File: src/rtl/control_sequencer.sv
// Hardwired Moore control unit: fetch T0-T2, then an opcode-dependent execute sequence.
// Optional immediate ops (addi/andi/ori) are enabled by defining CU_IMM_EN.
module control_sequencer (
  input  logic        clk,
  input  logic        clr,
  input  logic [31:0] IR,
  output logic        PCout,
  output logic        ZHighout,
  output logic        ZLowout,
  output logic        HIout,
  output logic        LOout,
  output logic        MDRout,
  output logic        Cout,
  output logic        MARin,
  output logic        PCin,
  output logic        MDRin,
  output logic        IRin,
  output logic        Yin,
  output logic        HIin,
  output logic        LOin,
  output logic        ZHIin,
  output logic        ZLOin,
  output logic        Read,
  output logic        IncPC,
  output logic [4:0]  operation,
  output logic        Gra,
  output logic        Grb,
  output logic        Grc,
  output logic        Rin,
  output logic        Rout,
  output logic        Run
);

  localparam logic [3:0] S_RST  = 4'd0;
  localparam logic [3:0] S_T0   = 4'd1;
  localparam logic [3:0] S_T1   = 4'd2;
  localparam logic [3:0] S_T2   = 4'd3;
  localparam logic [3:0] S_T3   = 4'd4;
  localparam logic [3:0] S_T4   = 4'd5;
  localparam logic [3:0] S_T5   = 4'd6;
  localparam logic [3:0] S_T6   = 4'd7;
  localparam logic [3:0] S_HALT = 4'd8;

  localparam logic [2:0] C_NONE   = 3'd0;
  localparam logic [2:0] C_ALU3   = 3'd1;
  localparam logic [2:0] C_MULDIV = 3'd2;
  localparam logic [2:0] C_UNARY  = 3'd3;
  localparam logic [2:0] C_IMM    = 3'd4;
  localparam logic [2:0] C_HALT   = 3'd5;

  logic [3:0] state_reg, state_next;
  logic [4:0] opcode_reg;
  logic [2:0] ir_class, op_class;

  // Register fields are decoded by the datapath's select-and-encode logic, not here.
  logic unused_ir_fields;
  assign unused_ir_fields = ^IR[26:0];

  function automatic logic [2:0] classify(input logic [4:0] op);
    case (op)
      5'b00011, 5'b00100, 5'b00101, 5'b00110,
      5'b00111, 5'b01000, 5'b01001, 5'b01010: classify = C_ALU3;
      5'b01110, 5'b01111:                     classify = C_MULDIV;
      5'b10000, 5'b10001:                     classify = C_UNARY;
`ifdef CU_IMM_EN
      5'b01011, 5'b01100, 5'b01101:           classify = C_IMM;
`endif
      5'b11011:                               classify = C_HALT;
      default:                                classify = C_NONE;
    endcase
  endfunction

`ifdef CU_IMM_EN
  function automatic logic [4:0] imm_alu_op(input logic [4:0] op);
    case (op)
      5'b01100: imm_alu_op = 5'b01001;
      5'b01101: imm_alu_op = 5'b01010;
      default:  imm_alu_op = 5'b00011;
    endcase
  endfunction
`endif

  assign ir_class = classify(IR[31:27]);
  assign op_class = classify(opcode_reg);

  always_ff @(posedge clk or posedge clr) begin
    if (clr) begin
      state_reg  <= S_RST;
      opcode_reg <= 5'b00000;
    end else begin
      state_reg <= state_next;
      // Opcode is captured only on leaving T2; IR is ignored at every other edge.
      if (state_reg == S_T2) opcode_reg <= IR[31:27];
    end
  end

  always_comb begin
    state_next = state_reg;
    case (state_reg)
      S_RST: state_next = S_T0;
      S_T0:  state_next = S_T1;
      S_T1:  state_next = S_T2;
      S_T2: begin
        if (ir_class == C_HALT)      state_next = S_HALT;
        else if (ir_class == C_NONE) state_next = S_T0;
        else                         state_next = S_T3;
      end
      S_T3:  state_next = S_T4;
      S_T4:  state_next = (op_class == C_UNARY) ? S_T0 : S_T5;
      S_T5:  state_next = (op_class == C_MULDIV) ? S_T6 : S_T0;
      S_T6:  state_next = S_T0;
      S_HALT: state_next = S_HALT;
      default: state_next = S_RST;
    endcase
  end

  assign HIout = 1'b0;
  assign LOout = 1'b0;
  assign Run   = (state_reg != S_RST) && (state_reg != S_HALT);

  always_comb begin
    PCout = 1'b0; ZHighout = 1'b0; ZLowout = 1'b0; MDRout = 1'b0; Cout = 1'b0;
    MARin = 1'b0; PCin = 1'b0; MDRin = 1'b0; IRin = 1'b0; Yin = 1'b0;
    HIin = 1'b0; LOin = 1'b0; ZHIin = 1'b0; ZLOin = 1'b0;
    Read = 1'b0; IncPC = 1'b0; operation = 5'b00000;
    Gra = 1'b0; Grb = 1'b0; Grc = 1'b0; Rin = 1'b0; Rout = 1'b0;
    case (state_reg)
      S_T0: begin PCout = 1'b1; MARin = 1'b1; IncPC = 1'b1; ZLOin = 1'b1; end
      S_T1: begin ZLowout = 1'b1; PCin = 1'b1; Read = 1'b1; MDRin = 1'b1; end
      S_T2: begin MDRout = 1'b1; IRin = 1'b1; end
      S_T3: begin
        Grb  = 1'b1;
        Rout = 1'b1;
        if (op_class == C_UNARY) begin
          operation = opcode_reg;
          ZLOin     = 1'b1;
        end else begin
          Yin = 1'b1;
        end
      end
      S_T4: begin
        case (op_class)
          C_ALU3: begin
            Grc = 1'b1; Rout = 1'b1; operation = opcode_reg; ZLOin = 1'b1;
          end
          C_MULDIV: begin
            Grc = 1'b1; Rout = 1'b1; operation = opcode_reg; ZHIin = 1'b1; ZLOin = 1'b1;
          end
          C_UNARY: begin
            ZLowout = 1'b1; Gra = 1'b1; Rin = 1'b1;
          end
`ifdef CU_IMM_EN
          C_IMM: begin
            Cout = 1'b1; operation = imm_alu_op(opcode_reg); ZLOin = 1'b1;
          end
`endif
          default: ;
        endcase
      end
      S_T5: begin
        ZLowout = 1'b1;
        if (op_class == C_MULDIV) begin
          LOin = 1'b1;
        end else begin
          Gra = 1'b1; Rin = 1'b1;
        end
      end
      S_T6: begin ZHighout = 1'b1; HIin = 1'b1; end
      default: ;
    endcase
  end

endmodule

File: config.mk
export PLATFORM = sky130hd
export DESIGN_NAME = control_sequencer
export DESIGN_NICKNAME = d
export VERILOG_FILES = /design/src/rtl/control_sequencer.sv
export SDC_FILE = /design/constraint.sdc
export NUM_CORES = 1
export LEC_CHECK = 0
export CAP_MARGIN = 15
export CORE_ASPECT_RATIO = 0.6
export CORE_MARGIN = 1
export CORE_UTILIZATION = 25
export DETAILED_ROUTE_END_ITERATION = 8
export GPL_TIMING_DRIVEN = 0
export PLACE_DENSITY = 0.61
export SETUP_SLACK_MARGIN = 0.3
export SLEW_MARGIN = 20
export SYNTH_ARGS = -nofsm -noshare
export SYNTH_HDL_FRONTEND = slang
export SYNTH_SLANG_ARGS = --single-unit
File: constraint.sdc
create_clock -name clk -period 1.8 [get_ports clk]
set_clock_uncertainty 0.1 [all_clocks]
set_input_delay 0.27 -clock clk [delete_from_list [all_inputs] [get_ports clk]]
set_output_delay 0.27 -clock clk [all_outputs]
set_load 0.01 [all_outputs]
==> results.json <==
{
  "synth.top_cell.area_share": 0.2817,
  "coreArea_um2": 2947,
  "yosys_warnings": 0,
  "critPathSlowestCell": "dfrtp_1",
  "p_per_area_nw_per_um2": 1709,
  "synth_cell_types": 32,
  "avgSynthCellArea_um2": 8.158,
  "total_power_mw": 3.204,
  "timing.final.ws_setup_ns": -0.3261,
  "rsz0062_at_grt": "yes",
  "cts_max_path_buffers": 2,
  "r2r_setup_slack_ns": 0.10,
  "antenna_found_initial": 0,
  "vdd.ir_drop.worst_mv": 0.8074,
  "drv_slew": 0,
  "reg2reg_depth": 7,
  "grt_pass1_wl_um": 4291,
  "cpMostUsedCell": "buf_6",
  "critPathLaunchType": "flop",
  "fmax_mhz": 470.3,
  "diodes": 0,
  "grt_pass1_vias": 911,
  "yosysMostFrequentCell": "buf_4",
  "violations": "setup timing",
  "cts.htree.levels": 1,
  "largest_reg_flops": 5,
  "ant_nets": 0,
  "die_area_um2": 3436,
  "finalCritPeriodShare": 1.181,
  "dr.pass1.iters": 4,
  "drc_errors": 0,
  "synthTopCellsByCount": "buf_4 (10), dfrtp_1 (9), buf_2 (7), nand2_1 (7), nor2_1 (7)",
  "drt_iter0_drc": 37,
  "timing.critical_path.arrival_ns": 1.76,
  "syn_inst": 98,
  "maxCapViolations": 0,
  "clk_pin_slew_worst_paths_ns": 0.05,
  "pre_cts_slack_ns": -0.4723,
  "gp_congestion": 0.7991,
  "cts_tree": "done",
  "setup_tns_ns": -3.709,
  "viasPerCell": 4.527,
  "placed_cells": 174,
  "dr_total_vias": 996,
  "cp_cell_sequence": "buf_6 > nand2b_4 > a2111oi_4 > o21a_2 > buf_6 > o21a_1 > buf_2",
  "hold_depth": 3,
  "worstSetupPathType": "reg2out",
  "synth_top_cells_by_area": "dfrtp_1 (28%), buf_4 (9.4%), mux2_2 (5.6%)",
  "clock_latency_ns": 0.24,
  "holdWs_ns": 0.1967,
  "synth_compound_area_frac": 0.1612,
  "hold_viol": 0,
  "wl_per_cell_um": 14.06,
  "final_cells": 220,
  "overflow": 0,
  "drive_gt1_frac": 0.7135,
  "grt_max_degree": 10,
  "die_h_um": 45.81,
  "synth_area_um2": 799.5,
  "crit_fanout": 4,
  "min-delay-start": "IR[28]",
  "min_to": "opcode_reg[1]",
  "synthArstFlopShare": 1.000,
  "setup_viol": 19,
  "grt_use_total": 0.1745,
  "detailed_place_hpwl_um": 1609,
  "period_needed_ns": 2.126,
  "wl_um": 3093,
  "fp-row-count": 15,
  "required_ns": 1.43,
  "area_growth_pct": 134.6,
  "min_path_type": "in2reg",
  "cp_top_family": "compound AO/OA/AOI/OAI gates",
  "synth-seq-cells": 9,
  "r2r-start": "state_reg[3]",
  "synth_seq_area_share": 0.2817,
  "cts_buffers": 3,
  "synth_xor_area_frac": 0.02191,
  "reg2reg_to": "opcode_reg[0]",
  "cts_root_buf": "clkbuf_8",
  "die_x_um": 75.01,
  "synth_enable_flop_cells": 0,
  "initial_core_util": 0.2713,
  "synth_ff_type": "dfrtp_1",
  "io_buffers": 32,
  "finalNetCount": 213,
  "synth_simple_gate_area_frac": 0.3130,
  "leakage_nw": 0.8687,
  "synth_top_cell_by_area": "dfrtp_1",
  "synth_top_family_by_area": "simple AND/OR/NAND/NOR gates",
  "worst-path-buf-inv": 3,
  "synth.area.mux_share": 0.05634,
  "outcome": "complete, but fails checks",
  "cts.sinks": 9,
  "crit_path_end_kind": "primary output",
  "slowest_delay_ns": 0.38,
  "synth_fa_ha_area_frac": 0,
  "cp.depth": 7,
  "ios": 63
}
[logic make-up (layout without fill, tap and decap cells)]
family,after synthesis,after routing
xor gates and xnor gates,2,2
other,1,3
AOI/OAI and AO/OA,17,17
muxes,4,4
and+or+nand+nor,43,43
DFF,9,9
buffers and inverters,22,100
[worst reg2reg max path, delay by kind of cell, from the launching register on]
kind | cells | cell delay (ns)
multiplexers | 1 | 0.30
flip-flops | 1 | 0.37
buffers and inverters | 5 | 0.60
AND/OR/NAND/NOR | 1 | 0.20
[worst max path at each step]
stage,endpoint,startpoint
2_1_floorplan,operation[0],opcode_reg[2]
3_3_place_gp,Rin,opcode_reg[3]
3_5_place_dp,Rin,opcode_reg[3]
4_1_cts,operation[0],state_reg[1]
5_1_grt,operation[0],state_reg[1]
6_report,operation[0],state_reg[1]
[placed cells by master (no fill, tap or decap), types with 4 or more instances in the layout]
| cell type | netlist | layout |
|---|---|---|
| o21ai_0 | 4 | 4 |
| buf_6 | 0 | 47 |
| buf_4 | 10 | 24 |
| dfrtp_1 | 9 | 8 |
| mux2_4 | 0 | 4 |
| nor3_4 | 0 | 5 |
| nand2_1 | 7 | 5 |
| inv_1 | 5 | 5 |
| buf_2 | 7 | 13 |
[area by class of cell]
type,instances,area [µm²]
buffer,17,180.2
clock buffer,4,45.04
fill,248,1071
inverter,5,18.77
multi-input combinational,69,676.9
sequential,9,226.5
tap,42,52.55
timing repair buffer,74,675.6
[power by group]
part           internal, mW  leakage (nW)  switching, mW
Combinational          1.47         0.737           1.10
Sequential            0.298         0.109         0.0972
Clock                 0.155        0.0228         0.0835
[stage by stage]
stage / instance area [µm²] / util
2_1_floorplan: 927.1 / -
3_3_place_gp: 1300 / 0.4412
3_5_place_dp: 1300 / 0.4412
4_1_cts: 1635 / 0.5550
5_1_grt: 1876 / 0.6365
6_report: 1876 / 0.6365
[routing by layer]
layer | up-vias | part of all wire | track usage
met3 | 6 | 0.038 | 0.05088
li1 | 487 | - | -
met5 | - | 0 | 0
met4 | 0 | 0.014 | 0.05660
met2 | 27 | 0.51 | 0.2757
met1 | 476 | 0.44 | 0.2304
[timing repair]
action                     CTS  global route
hold buffers                 0             0
gates resized for setup    149            43
pin swaps                   12            10
setup buffers               30            12
setup endpoints to repair   33            35
(Power assumes the default switching activity.)
